$ cat src/rtl/multicycle_sequencer.sv
// -----------------------------------------------------------------------------
// multicycle_sequencer
//
// Control FSM that runs an RV64I datapath (pc, register bank, alu, aluControl)
// as a multi-cycle machine. Instruction fetch and load/store share one memory
// port that uses a req/ready handshake with variable latency.
//
// Parameters
//   TIMEOUT : maximum number of cycles to wait for mem_ready in a memory state
//             (0 disables the timeout)
//   CNT_W   : width of the retired-instruction counter
//
// Ports
//   clk          in   system clock, rising edge
//   reset        in   asynchronous active-low reset
//   en           in   run enable (sampled in IDLE and at retire)
//   opcode       in   instruction[6:0] from the instruction register
//   alu_zero     in   ALU zero flag (branch decision)
//   mem_ready    in   memory completes the current request this cycle
//   mem_req      out  memory request
//   mem_we       out  1 = write (store), 0 = read
//   iord         out  memory address select: 0 = pc, 1 = ALU result
//   ir_write     out  load the instruction register
//   pc_write     out  load the PC
//   pc_src       out  PC source: 0 = pc+4, 1 = branch target
//   reg_write    out  register file write enable
//   mem_to_reg   out  writeback source: 1 = memory data, 0 = ALU result
//   alu_src      out  ALU operand B: 1 = immediate, 0 = register
//   alu_op       out  {ALUOp1, ALUOp0} to aluControl
//   halted       out  FSM is in HALT
//   error        out  FSM is in ERROR (sticky until reset)
//   state        out  current state encoding
//   instr_count  out  retired-instruction counter (wraps)
// -----------------------------------------------------------------------------
module multicycle_sequencer #(
  parameter int TIMEOUT = 16,
  parameter int CNT_W   = 32
) (
  input  logic             clk,
  input  logic             reset,
  input  logic             en,
  input  logic [6:0]       opcode,
  input  logic             alu_zero,
  input  logic             mem_ready,
  output logic             mem_req,
  output logic             mem_we,
  output logic             iord,
  output logic             ir_write,
  output logic             pc_write,
  output logic             pc_src,
  output logic             reg_write,
  output logic             mem_to_reg,
  output logic             alu_src,
  output logic [1:0]       alu_op,
  output logic             halted,
  output logic             error,
  output logic [3:0]       state,
  output logic [CNT_W-1:0] instr_count
);

  typedef enum logic [3:0] {
    S_IDLE   = 4'd0,
    S_FETCH  = 4'd1,
    S_DECODE = 4'd2,
    S_EXEC   = 4'd3,
    S_ADDR   = 4'd4,
    S_MEM_RD = 4'd5,
    S_MEM_WR = 4'd6,
    S_WB_ALU = 4'd7,
    S_WB_MEM = 4'd8,
    S_BRANCH = 4'd9,
    S_HALT   = 4'd10,
    S_ERROR  = 4'd11
  } state_t;

  localparam logic [6:0] OP_R      = 7'b0110011;
  localparam logic [6:0] OP_I      = 7'b0010011;
  localparam logic [6:0] OP_LOAD   = 7'b0000011;
  localparam logic [6:0] OP_STORE  = 7'b0100011;
  localparam logic [6:0] OP_BRANCH = 7'b1100011;
  localparam logic [6:0] OP_SYSTEM = 7'b1110011;

  // Wait counter only needs to hold 0..TIMEOUT-1: the last wait cycle is
  // detected by comparison, not by counting up to TIMEOUT itself.
  localparam int TMO_W = (TIMEOUT > 1) ? $clog2(TIMEOUT) : 1;
  localparam logic [TMO_W-1:0] TMO_LAST = (TIMEOUT > 0) ? TMO_W'(TIMEOUT - 1) : '0;

  state_t           r_state;
  logic [TMO_W-1:0] r_tmo;
  logic [CNT_W-1:0] r_count;

  logic   w_tmo_hit;
  logic   w_is_imm;
  state_t w_retire_state;

  // The current wait cycle is the TIMEOUT-th one; a simultaneous mem_ready
  // still wins because the ready check comes first in the FSM.
  assign w_tmo_hit      = (TIMEOUT > 0) && (r_tmo == TMO_LAST);
  assign w_is_imm       = (opcode == OP_I);
  assign w_retire_state = en ? S_FETCH : S_IDLE;

  // ---------------------------------------------------------------------------
  // State, wait counter and retire counter.
  // r_tmo defaults to zero on every cycle and only increments while a memory
  // state is held waiting, so it is automatically cleared on entry to any
  // memory state (including back-to-back MEM_WR -> FETCH).
  // ---------------------------------------------------------------------------
  always_ff @(posedge clk or negedge reset) begin
    if (!reset) begin
      r_state <= S_IDLE;
      r_tmo   <= '0;
      r_count <= '0;
    end else begin
      r_tmo <= '0;
      case (r_state)
        S_IDLE: begin
          if (en) r_state <= S_FETCH;
        end

        S_FETCH: begin
          if (mem_ready)      r_state <= S_DECODE;
          else if (w_tmo_hit) r_state <= S_ERROR;
          else                r_tmo   <= r_tmo + 1'b1;
        end

        S_DECODE: begin
          case (opcode)
            OP_R, OP_I:        r_state <= S_EXEC;
            OP_LOAD, OP_STORE: r_state <= S_ADDR;
            OP_BRANCH:         r_state <= S_BRANCH;
            OP_SYSTEM:         r_state <= S_HALT;
            default:           r_state <= S_ERROR;
          endcase
        end

        S_EXEC: r_state <= S_WB_ALU;

        S_ADDR: r_state <= (opcode == OP_LOAD) ? S_MEM_RD : S_MEM_WR;

        S_MEM_RD: begin
          if (mem_ready)      r_state <= S_WB_MEM;
          else if (w_tmo_hit) r_state <= S_ERROR;
          else                r_tmo   <= r_tmo + 1'b1;
        end

        S_MEM_WR: begin
          if (mem_ready) begin
            r_state <= w_retire_state;
            r_count <= r_count + 1'b1;
          end else if (w_tmo_hit) begin
            r_state <= S_ERROR;
          end else begin
            r_tmo <= r_tmo + 1'b1;
          end
        end

        S_WB_ALU, S_WB_MEM, S_BRANCH: begin
          r_state <= w_retire_state;
          r_count <= r_count + 1'b1;
        end

        S_HALT, S_ERROR: begin
          r_state <= r_state;
        end

        default: r_state <= S_ERROR;
      endcase
    end
  end

  // ---------------------------------------------------------------------------
  // Datapath strobes decoded from the registered state. Because reset forces
  // the state to IDLE asynchronously, every strobe (mem_req included) drops
  // the moment reset is asserted.
  // ---------------------------------------------------------------------------
  always_comb begin
    mem_req    = 1'b0;
    mem_we     = 1'b0;
    iord       = 1'b0;
    ir_write   = 1'b0;
    pc_write   = 1'b0;
    pc_src     = 1'b0;
    reg_write  = 1'b0;
    mem_to_reg = 1'b0;
    alu_src    = 1'b0;
    alu_op     = 2'b00;
    case (r_state)
      S_FETCH: begin
        mem_req  = 1'b1;
        ir_write = mem_ready;
        pc_write = mem_ready;
      end
      S_EXEC: begin
        alu_op  = 2'b10;
        alu_src = w_is_imm;
      end
      S_WB_ALU: begin
        // Keep ALU controls identical to EXEC so the result is stable.
        reg_write = 1'b1;
        alu_op    = 2'b10;
        alu_src   = w_is_imm;
      end
      S_ADDR: begin
        alu_src = 1'b1;
      end
      S_MEM_RD: begin
        mem_req = 1'b1;
        iord    = 1'b1;
        alu_src = 1'b1;
      end
      S_MEM_WR: begin
        mem_req = 1'b1;
        mem_we  = 1'b1;
        iord    = 1'b1;
        alu_src = 1'b1;
      end
      S_WB_MEM: begin
        reg_write  = 1'b1;
        mem_to_reg = 1'b1;
      end
      S_BRANCH: begin
        alu_op   = 2'b01;
        pc_src   = 1'b1;
        pc_write = alu_zero;
      end
      default: begin
      end
    endcase
  end

  assign halted      = (r_state == S_HALT);
  assign error       = (r_state == S_ERROR);
  assign state       = r_state;
  assign instr_count = r_count;

endmodule

$ cat config.mk
export PLATFORM = sky130hd
export DESIGN_NAME = multicycle_sequencer
export DESIGN_NICKNAME = d
export VERILOG_FILES = /design/src/rtl/multicycle_sequencer.sv
export SDC_FILE = /design/constraint.sdc
export NUM_CORES = 1
export LEC_CHECK = 0
export BUFFER_PORTS_ARGS = -buffer_cell sky130_fd_sc_hd__clkbuf_2
export CORE_ASPECT_RATIO = 0.75
export CORE_MARGIN = 5
export CORE_UTILIZATION = 45
export DETAILED_ROUTE_END_ITERATION = 16
export PLACE_DENSITY = 0.75
export SLEW_MARGIN = 0
export SYNTH_ARGS = -nofsm -noshare
export SYNTH_HDL_FRONTEND = slang
export SYNTH_SLANG_ARGS = --single-unit
$ cat constraint.sdc
create_clock -name clk -period 1.5 [get_ports clk]
set_clock_uncertainty 0.1 [all_clocks]
set_input_delay 0.075 -clock clk [delete_from_list [all_inputs] [get_ports clk]]
set_output_delay 0.075 -clock clk [all_outputs]
set_load 0.01 [all_outputs]
## Yosys cells after proc, flatten, opt, wreduce, memory -nomap -nowiden

Index checks and enable logic that the tools add are counted.

- Logic and storage cells: 63
- Input bits: 12
- Register bits: 40

- Mux-type cells: 24
- Equal/unequal tests: 20
- $add $sub $neg: 2
- Bitwise gates (word level): 1
- Reductions and logical operators: 13

Operators with widths:

| cell | count |
|---|---|
| $pmux W32 S2 | 1 |
| $pmux W4 S9 | 1 |
| $add A32 B1 Y32 const B | 1 |
| $mux W32 | 1 |
| $mux W4 | 8 |
| $eq A4 B4 Y1 const B | 5 |
| $eq A4 B3 Y1 const B | 4 |
| $pmux W4 S4 | 1 |
| $eq A7 B6 Y1 const B | 2 |
| $eq A7 B7 Y1 const B | 2 |
| $reduce_or A2 Y1 | 6 |
| $reduce_or A3 Y1 | 3 |
| $eq A4 B2 Y1 const B | 2 |
| $mux W1 | 8 |
| $eq A7 B2 Y1 const B | 1 |
| $eq A7 B5 Y1 const B | 1 |
| $add A4 B1 Y4 const B | 1 |
| $eq A4 B1 Y1 const B | 1 |
| $logic_not A4 Y1 | 1 |
| $ne A2 B2 Y1 const B | 2 |
| $pmux W1 S2 | 2 |
| $pmux W2 S2 | 1 |
| $reduce_and A2 Y1 | 2 |
| $mux W2 | 1 |
| other kinds (2) | 2 |

## Longest topological paths before layout

Gate-level depths: netlist of run 1.

- Depth after elaboration: 4
- Mapped depth: 6
- Depth with buffers taken out: 5

## Worst setup path before layout of run 1

OpenSTA, ideal clock, no wires.

- Path kind: reg2reg
- Start point: reg r_state[2] (netlist: state[2])
- End point: reg r_count[27] (netlist: instr_count[27])
- Arrival time: 1.526 ns
- Cell stages (with the launch flop): 7
- Setup slack: -0.205 ns
- Path buffers: 2
- Library setup time: 0.079 ns
- Clock period less this slack: 1.705 ns
- Cells stage by stage: dfrtp_1 -> buf_4 -> nand4b_2 -> o32a_4 -> buf_6 -> nor3b_2 -> xor2_1

- Longest elaborated chain between the ends: 4
- Elaborated cells on any way between the ends: 9
- Those cells by class: 5 x eq/ne; 1 x mux; 3 x reduce/logical

RTL lines:

| item | line | RTL |
|---|---|---|
| start, declared | 88 | `state_t r_state;` |
| start signal, assigned | 138 | `S_ADDR: r_state <= (opcode == OP_LOAD) ? S_MEM_RD : S_MEM_WR;` |
| start signal, assigned | 148 | `r_state <= w_retire_state;` |
| start signal, assigned | 158 | `r_state <= w_retire_state;` |
| $eq A4 B4 Y1 or $eq A4 B3 Y1 (tied branches) | 115 | `case (r_state)` |
| $reduce_or A3 Y1 | 115 |  |
| $reduce_bool A2 Y1 (no line) | -- |  |
| $reduce_and A2 Y1 (no line) | -- |  |
| end signal, assigned | 149 | `r_count <= r_count + 1'b1;` |
| end signal, assigned | 159 | `r_count <= r_count + 1'b1;` |
| end, declared | 90 | `logic [CNT_W-1:0] r_count;` |

Parallel ways exist; a longest one is shown, timed or not.
A chain may end at the register's enable or synchronous reset.

## Final worst setup path of run 1

- Start point: reg r_state[1] (netlist: state[1])
- End point: out mem_req

- Longest elaborated chain between the ends: 3
- Elaborated cells on any way between the ends: 5
- Those cells by class: 3 x eq/ne; 1 x mux; 1 x reduce/logical

RTL lines:

| item | line | RTL |
|---|---|---|
| $eq A4 B3 Y1 or $eq A4 B1 Y1 (tied branches) | 187 | `case (r_state)` |
| $reduce_or A3 Y1 (no line) * | -- |  |
| $mux W1 * | 187 |  |
| end, declared | 45 | `output logic mem_req,` |

Every way passes the cells marked *; elsewhere a longest branch is shown, timed or not.

==> results of run 1 <==
-- kinds of logic after synthesis --
kind of cell,count (synthesis),share of synthesized area
XOR/XNOR,34,0.125
AO/OA/AOI/OAI,28,0.0864
buffers and inverters,15,0.0337
AND/OR/NAND/NOR,116,0.310
flip-flops,40,0.421
adder cells (fa/ha/maj),2,0.0105
multiplexers,3,0.0132
-- Yosys cell counts, drive strengths merged --
library cell,n,area [sq um]
dfrtp,40,1000
nand3,18,90.1
nor2,18,67.6
xnor2,18,158
xor2,16,140
nor3,15,105
nand2,14,52.6
nand4,13,96.3
buf,10,61.3
a21oi,6,30.0
and4,6,52.6
and3,5,31.3
nand2b,5,31.3
nor4,5,58.8
o21ai,5,25.0
nor3b,4,40.0
a31oi,3,18.8
and2,3,18.8
inv,3,11.3
nor2b,3,18.8
a21o,2,15.0
clkbuf,2,7.51
ha,2,25.0
mux2i,2,20.0
nand3b,2,15.0
o22ai,2,12.5
o31a,2,17.5
a211oi,1,7.51
a32oi,1,8.76
mux2,1,11.3
nand4b,1,15.0
nand4bb,1,11.3
nor4b,1,15.0
nor4bb,1,10.0
o211ai,1,7.51
o21bai,1,7.51
o311ai,1,8.76
o31ai,1,7.51
o32a,1,22.5
o32ai,1,16.3
or2,1,6.26
-- power by group --
part           total (mW)  switching [mW]  internal [mW]
clock               0.850           0.428          0.421
combinational        3.73            1.91           1.82
sequential           1.43           0.205           1.22
-- flip-flops by register name, summed over array words and instances (netlist names) --
register	cells
r_tmo	4
instr_count	32
state	4
-- routing by layer --
layer	part of all wire	wire length (um)	vias up
li1	-	-	1198
met1	0.39	4040	1382
met3	0.074	764	62
met5	0	0	-
met4	0.056	584	0
met2	0.48	4950	211
-- tightest hold or removal path, cell delays in order --
cell	delay, ns
sky130_fd_sc_hd__clkbuf_2	0.08
sky130_fd_sc_hd__nor3_1	0.06
sky130_fd_sc_hd__a21o_1	0.20
sky130_fd_sc_hd__o311ai_2	0.08
-- what timing repair did --
item	4_1_cts	5_1_grt
pin swaps	24	39
hold endpoints to repair	40	0
gates cloned	1	0
setup buffers	23	13
hold buffers	1	0
setup endpoints to repair	45	52
gates resized for setup	48	72
-- area by class of cell --
cell class	count	area [sq um]	share of cell area
Tap cell	72	90.1	0.0213
Inverter	3	16.3	0.00384
Timing Repair Buffer	167	1240	0.293
Sequential cell	40	1010	0.239
Multi-Input combinational cell	184	1780	0.420
Clock buffer	8	100	0.0236
-- path summary, 6_finish.rpt --
kind | end | slack, ns | cells past startpoint | startpoint
setup reg to reg | state[2] | -0.27 | 7 | state[2]
max in group asynchronous | state[2] | 0.62 | 3 | reset
hold reg to reg | instr_count[29] | 0.41 | 1 | instr_count[29]
min in group asynchronous | instr_count[0] | 0.27 | 3 | reset
hold / removal | state[1] | 0.13 | 4 | opcode[5]
setup / recovery | mem_req | -0.29 | 5 | state[1]
-- metrics by stage --
stage / instances / hold slack (ns)
after floorplan: 238 / -0.321
after CTS: 461 / 0.109
after detailed placement: 428 / 0.0729
final: 474 / 0.131
after global placement: 428 / 0.0602
after global routing: 474 / 0.155
==> results summary, run 1 <==
The area growth from synthesis to layout is 78.4%. The checks that failed: negative setup slack. After detailed routing, the average wire length per cell comes to around 22 um. The worst setup path is captured at an output pin. The leakage component of the power came out at 2.09 nW. The post-route fraction of the period consumed by the critical path came out at 1.19. The level count of the clock H-tree is 2.

The library cell used most frequently in the layout, excluding fill and tap cells, is sky130_fd_sc_hd__buf_4. The number of vias after detailed routing is around 2900. At the end of routability-driven placement, the weighted congestion stood at 0.872. The post-detailed-placement half-perimeter wirelength is around 5200 um. In this run the tightest slew margin relative to its limit is 0.648. In the global route stage, met3 resource usage came out at 0.0577. Counting every net in the synthesized netlist gives around 250.

Setup repair after global routing could not meet its margin everywhere. The worst path arrival time came out at about 1.6 ns. The post-detailed-route DRC marker count came out at 0. In the global route stage, met2 resource usage came out at 0.427. The aggregate global routing overflow is 0.

The worst slack at placement is -0.197 ns. At the end of the flow, the number of nets in the layout was 415. The summed negative setup slack over all endpoints is -7.96 ns. The largest fanout on the critical path came out at 6.

The clock latency at the later pin of the worst-skew pair is 0.31 ns. The total number of placement rows came out at 22. Leaving out fill and tap cells, the most frequent cells in the layout are sky130_fd_sc_hd__buf_4 (77), sky130_fd_sc_hd__clkbuf_2 (49), sky130_fd_sc_hd__dfrtp_1 (31), sky130_fd_sc_hd__buf_6 (29). The slowest stage of the critical path is the sky130_fd_sc_hd__dfrtp_2 cell.

Input and output buffers added on the ports amount to 60. The mapped cell area came out at 2380 sq um. The die extent in x is 93.9 um. The core region is ~5000 sq um. The via count of the first global-routing pass is roughly 2600. The largest net degree at the start of global routing came out at 41. The first detailed-routing pass ran for 5 iterations.

The synthesized area per cell is 9.98 sq um. For this run, the total global-route usage over all layers was measured as 0.250. Counting along the longest clock path gives a buffer depth of 2. The sequential share of the synthesized area is 0.421. The area enclosed by the die boundary is just under 7000 sq um. The total CTS buffers came out at 5.

The flow ran to the end, but the final reports show violations. On the worst path, the slowest cell contributes a delay of about 0.46 ns. The slew at the pin with the worst max-slew slack came out at between 0.5 and 0.6 ns. For the worst setup path, the data required time is approximately 1.3 ns.

The least setup slack across all paths after layout came out at -0.291 ns. The detailed router finished its first iteration with ~290 violations. The critical path goes through buf_6 > nor2b_2 > a21oi_1 > nor2_1 > clkbuf_2.

The wire length of the first global-routing pass is between 10000 and 15000 um. The initial utilization of the core area, before any placement, comes to 0.474. The finished cells cover ~4200 sq um. The vertical die dimension came out at between 70 and 80 um.

The cell count after synthesis is 238. The total buffers and inverters traversed by the critical path came out at 2. The count of pins over their slew limit came out at 0. The number of antenna diodes in the final layout is 0.

Clock tree synthesis selected as its root buffer the cell sky130_fd_sc_hd__clkbuf_8. The number of distinct library cell variants in the gate-level netlist after synthesis came out at 50. The total routed wirelength is between 10000 and 15000 um. Static timing analysis puts the maximum clock frequency at ~0.56 GHz.

The layer with the highest usage is met2. In the global route stage, met1 resource usage came out at 0.302. The total of fill cells in the finished design is 240. The tightest min-delay check is of the in2reg type. The count of endpoints failing setup in the final report came out at 52. In this design, the largest share of critical-path delay is due to flip-flops. The post-route minimum period came out at around 1.8 ns. TritonCTS built the clock tree. slightly above 60 I/O pins were placed.

The flop and latch count out of synthesis is 40. Of the cells placed in the final design, the portion with a size suffix greater than 1 is 0.642. The areal power density over the cells is 1420 nW/um^2. The number of antenna violations at the first check in global routing is 0.

The count of synthesis-stage warnings from yosys came out at 0. The critical path in this run is classified as reg2out. The overall power consumption is 6.01 mW. The kind of start point of the critical path is a register. The clock-pin slew on the worst setup and hold paths is roughly 0.090 ns. The total count of hold-check failures in the final report was 0. Once detail routing completed, the nets flagged for antenna violations numbered 0. The max-capacitance violation count came out at 0. The highest ir drop seen on vdd is between 600 and 700 uV. The clock sink total is 40. The total placed instance area is between 3000 and 4000 sq um. At the end of the flow the core is filled with cells to 0.846. Using the TritonRoute via totals, the vias-per-cell ratio works out to approximately 6.0.
(Power assumes the default switching activity.)
==> inputs of run 2 (changes only) <==
--- a/config.mk
+++ b/config.mk
@@ -11,6 +11,7 @@
 export CORE_UTILIZATION = 45
 export DETAILED_ROUTE_END_ITERATION = 16
 export PLACE_DENSITY = 0.75
+export SKIP_CTS_REPAIR_TIMING = 1
 export SLEW_MARGIN = 0
 export SYNTH_ARGS = -nofsm -noshare
 export SYNTH_HDL_FRONTEND = slang
==> results summary, run 2 (same netlist as run 1, synthesis figures left out) <==
The run finished, with violations left. The final reports fail on negative setup slack. The number of antenna cells inserted came to 0 (unchanged).

The post-detailed-route wirelength per cell came out at 18.2 um (-16%). The via count of the first global-routing pass came out at 2289 (-13%). The worst hold path class is in2reg. The reg-to-reg endpoint is instr_count[28]. The cell count after placement is 428 (unchanged).

The remaining antenna violation count came to 0 (unchanged). The worst setup path is of the reg2reg kind. The longest individual stage delay on the worst path is 0.43 ns (-0.03 ns). Traced cell by cell, the critical path runs through o21ai_1 > buf_4 > o32ai_4 > buf_4 > nand4_1 > xnor2_1.

The hold path endpoint is state[0]. The vertical die dimension came out at 72.9 um (unchanged). The clock latency at the later pin of the worst-skew pair is 0.30 ns (about the same). The max-capacitance violation count is 0 (unchanged). The largest net degree at the start of global routing came out at 41 (unchanged). The total placed instance area is 3370 sq um (unchanged). The routability congestion estimate came out at 0.872 (unchanged). The setup slack of the worst register-to-register path is -0.22 ns (+0.05 ns). The number of iterations in the first detailed-routing pass came to 4 (-1). The worst relative slew slack is 0.653 (+0.00453).

The number of ports placed on the die boundary was 61 (unchanged). Setup repair after global routing could not meet its margin everywhere. The final cell count without fillers is 451 (-4.9%). Leaving out fill and tap cells, the most frequent cells in the layout are sky130_fd_sc_hd__buf_4 (73), sky130_fd_sc_hd__clkbuf_2 (50), sky130_fd_sc_hd__dfrtp_1 (32), sky130_fd_sc_hd__xnor2_1 (17), sky130_fd_sc_hd__xor2_1 (16). The total of fill cells in the finished design came to 318 (+33%). The count of cells along the worst register-to-register path came out at 6 (-1).

The initial standard-cell utilization of the core is 0.474 (unchanged). The fraction of final layout cells sized beyond drive strength 1 was 0.591 (-0.0508). The total CTS buffers is 5 (unchanged). The count of pins over their slew limit is 0 (unchanged). The number of I/O port buffers is 60 (unchanged). The aggregate global-route resource usage came out at 0.199 (-0.0504). The area enclosed by the die boundary came out at 6850 sq um (unchanged). The worst hold path depth came out at 4 (unchanged).

The most common cell after layout, fill and taps aside is sky130_fd_sc_hd__buf_4. The source of the worst hold timing path is opcode[5]. The count of nets after finishing is 392 (-5.5%). The startpoint of the lowest-slack register-to-register path is state[0].

STA classifies the critical path endpoint as a register. The flip-flop count of the largest register, all copies and words added is 32 (unchanged). The highest ir drop seen on vdd came out at 647 uV (-6.0%). The required time of the critical path came to 1.59 ns (+0.27 ns). TritonCTS built the clock tree.

The post-detailed-route DRC marker count is 0 (unchanged). The leakage component of the power came to 1.84 nW (-12%). The overall power consumption came out at 5.31 mW (-12%). Clock tree synthesis selected as its root buffer the cell sky130_fd_sc_hd__clkbuf_8. The aggregate global routing overflow is 0 (unchanged). The number of vias after detailed routing was 2538 (-11%).

The slew at the pin with the worst max-slew slack is 0.521 ns (-0.00679 ns). The final standard cell area without fillers is 3860 sq um (-8.8%). The post-detailed-placement half-perimeter wirelength came out at 5220 um (unchanged).

The worst path arrival time is 1.81 ns (+0.19 ns). The maximum clock rate came out at 0.580 GHz (+3.8%). The placeable core region was 5010 sq um (unchanged). The areal power density over the cells came out at 1370 nW/um^2 (-3.1%). The clock sink total was 40 (unchanged). The largest fanout on the critical path is 6 (unchanged).

The number of buffers on the longest clock path is 2 (unchanged). The detail-routed via count per cell came out at 5.63 (-6.5%). Among all stages on the critical path, the largest delay is contributed by sky130_fd_sc_hd__dfrtp_2. The total routed wirelength came out at 8230 um (-20%). The number of antenna violations at the first check in global routing came out at 0 (unchanged). Counting stages on the worst path, the most repeated cell is sky130_fd_sc_hd__buf_4. The total count of hold-check failures in the final report came to 0 (unchanged).

The utilization after layout is 0.771 (-0.0744). The area growth from synthesis to layout came out at 62.7%. The level count of the clock H-tree is 2 (unchanged). The wire length of the first global-routing pass came out at 10900 um (-18%).

The post-route fraction of the period consumed by the critical path is 1.15 (-0.0440). The count of endpoints failing setup in the final report came out at 42 (-19%). The least setup slack across all paths after layout came out at -0.225 ns (+0.0660 ns). The violation count after the first detailed-route iteration came out at 224 (-23%). The total number of placement rows came out at 22 (unchanged). The clock-pin slew on the worst setup and hold paths is 0.08 ns (about the same). The post-route minimum period came out at 1.72 ns (-0.0660 ns).

The die extent in x came out at 93.9 um (unchanged). STA classifies the critical path startpoint as a register.
==> run 2: area by class of cell <==
type                            instances  area, sq um  share of cell area
Sequential cell                        40         1010               0.262
Tap cell                               72         90.1              0.0233
Timing Repair Buffer                  144         1000               0.259
Multi-Input combinational cell        184         1650               0.426
Clock buffer                            8          100              0.0259
Inverter                                3         16.3             0.00421
==> run 2: critical path: cells and delay by family (launching register included) <==
family          cells  cell delay, ns
buf+inv             2            0.40
compound gates      2            0.42
flops               1            0.43
xor+xnor            1            0.15
simple gates        1            0.11
==> run 2: where the power goes <==
group	total [mW]	internal (mW)	switching [mW]
Clock	0.807	0.420	0.387
Combinational	3.10	1.51	1.59
Sequential	1.40	1.22	0.179
==> run 2: worst max-delay path by stage <==
stage / from / endpoint / slack [ns] / cells past startpoint
finish: state[0] / instr_count[28] / -0.22 / 6
floorplan: state[2] / instr_count[27] / -0.14 / 6
CTS: state[2] / pc_write / -0.29 / 6
global placement: state[3] / instr_count[17] / -0.13 / 5
detailed placement: state[3] / instr_count[17] / -0.20 / 5
global route: state[0] / mem_req / -0.33 / 5
==> run 2: metrics by stage <==
step	hold slack [ns]	TNS [ns]	setup WS (ns)
5_1_grt	0.151	-10.02	-0.331
4_1_cts	-0.237	-5.97	-0.289
3_5_place_dp	0.0729	-3.51	-0.197
6_report	0.143	-6.46	-0.225
2_1_floorplan	-0.321	-1.94	-0.136
3_3_place_gp	0.0602	-1.96	-0.127
==> run 2: layer usage <==
layer  global-route usage  wire length [um]
met5                    0                 0
met4               0.0545               225
met3               0.0454               424
met2                0.324              4190
met1                0.269              3380
==> inputs of run 3 (changes only) <==
--- a/config.mk
+++ b/config.mk
@@ -6,11 +6,14 @@
 export NUM_CORES = 1
 export LEC_CHECK = 0
 export BUFFER_PORTS_ARGS = -buffer_cell sky130_fd_sc_hd__clkbuf_2
+export CELL_PAD_IN_SITES_DETAIL_PLACEMENT = 0
+export CELL_PAD_IN_SITES_GLOBAL_PLACEMENT = 1
 export CORE_ASPECT_RATIO = 0.75
 export CORE_MARGIN = 5
-export CORE_UTILIZATION = 45
+export CORE_UTILIZATION = 36
+export CTS_CLUSTER_DIAMETER = 60
 export DETAILED_ROUTE_END_ITERATION = 16
-export PLACE_DENSITY = 0.75
+export PLACE_DENSITY = 0.78
 export SKIP_CTS_REPAIR_TIMING = 1
 export SLEW_MARGIN = 0
 export SYNTH_ARGS = -nofsm -noshare
==> constraint.sdc (replaced) <==
create_clock -name clk -period 1.5 [get_ports clk]
set_clock_uncertainty 0.1 [all_clocks]
set_input_delay 0.3 -clock clk [delete_from_list [all_inputs] [get_ports clk]]
set_output_delay 0.3 -clock clk [all_outputs]
set_load 0.01 [all_outputs]
==> results summary, run 3 (same netlist as run 1, synthesis figures left out) <==
The post-detailed-route DRC marker count is 0 (unchanged). The fraction of final layout cells sized beyond drive strength 1 came out at 0.609 (+0.0181). The setup slack of the worst register-to-register path came out at -0.31 ns (-0.09 ns). The least setup slack across all paths after layout is -0.419 ns (-0.194 ns). The highest ir drop seen on vdd is 607 uV (-6.2%). The final reports fail on negative setup slack. The clock-pin slew on the worst setup and hold paths is 0.08 ns (about the same). The number of antenna violations at the first check in global routing came out at 0 (unchanged). The initial standard-cell utilization of the core came out at 0.374 (-0.100). STA classifies the critical path startpoint as a register. The required time of the critical path came out at 1.10 ns (-0.49 ns). The total count of hold-check failures in the final report came out at 0 (unchanged). In the layout the commonest cells are sky130_fd_sc_hd__buf_4 (76), sky130_fd_sc_hd__clkbuf_2 (48), sky130_fd_sc_hd__dfrtp_1 (31), sky130_fd_sc_hd__buf_6 (20), sky130_fd_sc_hd__xor2_1 (16). The wire length of the first global-routing pass came out at 11900 um (+9.9%). The violation count after the first detailed-route iteration is 136 (-39%). The remaining antenna violation count came out at 0 (unchanged). The utilization after layout came out at 0.647 (-0.124). The worst relative slew slack came out at 0.758 (+0.105). The hold path endpoint is state[3]. The worst slack at placement is -0.231 ns (-0.0348 ns). The number of antenna cells inserted is 0 (unchanged). The count of endpoints failing setup in the final report came out at 53 (+26%).

The total CTS buffers came out at 5 (unchanged). The detail-routed via count per cell came to 5.23 (-7.1%). The combined area of the multi-input logic cells came out at 1670 sq um (+1.3%). The final standard cell area without fillers came out at 4110 sq um (+6.3%). The flip-flop and latch area was 1010 sq um (+0.12%). The routability congestion estimate came out at 0.870 (-0.25%).

The cell at the root of the clock tree is sky130_fd_sc_hd__clkbuf_8. Setup repair after global routing could not meet its margin everywhere. The worst path arrival time came out at 1.52 ns (-0.29 ns).

The max-capacitance violation count is 0 (unchanged). The level count of the clock H-tree came to 2 (unchanged). The worst hold path depth was 4 (unchanged). The number of ports placed on the die boundary is 61 (unchanged). The number of iterations in the first detailed-routing pass came out at 4 (unchanged). From synthesis to final layout, the design area changed by 72.9%. The count of nets after finishing was 407 (+3.8%).

The largest net degree at the start of global routing is 41 (unchanged). The number of buffers on the longest clock path came out at 2 (unchanged). The endpoint identified for the worst register-to-register timing path is instr_count[11].

The count of pins over their slew limit is 0 (unchanged). The min-delay analysis places its worst path in the category in2reg. The areal power density over the cells is 1390 nW/um^2 (+1.5%). The slew at the pin with the worst max-slew slack is 0.358 ns (-0.163 ns). The clock sink total is 40 (unchanged).

The largest fanout on the critical path is 5 (-1). The clock latency at the later pin of the worst-skew pair is 0.29 ns (about the same). The total placed instance area came out at 3480 sq um (+3.4%). The total routed wirelength was 7830 um (-4.8%).

The maximum clock rate is 0.521 GHz (-10%). The post-route fraction of the period consumed by the critical path came out at 1.28 (+0.130). The CTS tree is built. The total number of placement rows is 25 (+14%).

The run finished, with violations left. The post-route minimum period came out at 1.92 ns (+0.194 ns). The number of vias after detailed routing came out at 2483 (-2.2%). The number of I/O port buffers came out at 60 (unchanged). The post-detailed-placement half-perimeter wirelength is 5390 um (+3.3%). The summed negative setup slack over all endpoints came out at -11.03 ns (-4.56 ns).

The post-detailed-route wirelength per cell was 16.5 um (-9.6%). The placeable core region came to 6350 sq um (+27%). The final cell count without fillers came out at 475 (+5.3%).

In this run the critical register-to-register path is launched from state[0]. The area enclosed by the die boundary is 8340 sq um (+22%). The via count of the first global-routing pass is 2428 (+6.1%). The flip-flop count of the largest register, all copies and words added came to 32 (unchanged). The leakage component of the power is 2.04 nW (+11%). The aggregate global-route resource usage came to 0.173 (-0.0260).

The aggregate global routing overflow came out at 0 (unchanged). The total of fill cells in the finished design was 479 (+51%). By startpoint and endpoint, the worst setup path is classified as reg2out. The cell count after placement is 444 (+3.7%).

The vertical die dimension came out at 80.4 um (+10%). The source of the worst hold timing path is en. STA classifies the critical path endpoint as an output pin.

The count of cells along the worst register-to-register path came out at 6 (unchanged). Leaving out fill and tap cells, the most frequent cell in the layout is sky130_fd_sc_hd__buf_4. The die extent in x is 104 um (+11%).
run 3: changes by cell type in the layout (fill, tap and decap cells not counted), sizes merged:
cell,change
bufinv,+1
clkinv,+1
clkinvlp,+1
buf,+18
o32a,-1
clkbuf,-5
run 3: worst max path at each step:
| stage | endpoint | start | cells after the start |
|---|---|---|---|
| after global routing | pc_write | state[0] | 6 |
| after global placement | instr_count[11] | state[2] | 5 |
| final | pc_write | state[0] | 6 |
| after floorplan | instr_count[27] | state[2] | 6 |
| after detailed placement | instr_count[11] | state[0] | 5 |
| after CTS | pc_write | state[1] | 6 |
run 3: critical path, cell delays in order (launching register included):
cell                      delay (ns)
sky130_fd_sc_hd__dfrtp_2        0.43
sky130_fd_sc_hd__buf_6          0.15
sky130_fd_sc_hd__nor2b_4        0.17
sky130_fd_sc_hd__nand2_2        0.08
sky130_fd_sc_hd__nor3_4         0.14
sky130_fd_sc_hd__a21o_1         0.13
sky130_fd_sc_hd__buf_2          0.13
run 3: per-stage QoR:
step,hold WS (ns),power (mW)
floorplan,-0.0956,2.76
global placement,0.189,3.76
detailed placement,0.194,3.82
CTS,-0.123,4.72
global route,0.418,5.99
finish,0.375,5.72
run 3: power by group:
group,switching (mW),internal (mW)
registers,0.158,1.22
clock network,0.405,0.493
logic,1.64,1.81
run 3: per-layer routing:
layer | GRT usage | part of all wire | vias to the layer above
li1 | - | - | 1186
met1 | 0.233 | 0.43 | 1229
met2 | 0.291 | 0.52 | 58
met3 | 0.0361 | 0.040 | 10
met4 | 0.0336 | 0.0093 | 0
met5 | 0 | 0 | -
run 3: layout make-up:
type,count,area share
multi-input cells,183,0.406
clock buffers,5,0.0167
repair buffers,160,0.294
well taps,81,0.0247
flip-flops and latches,40,0.246
clock inverters,3,0.0104
inverters,3,0.00274
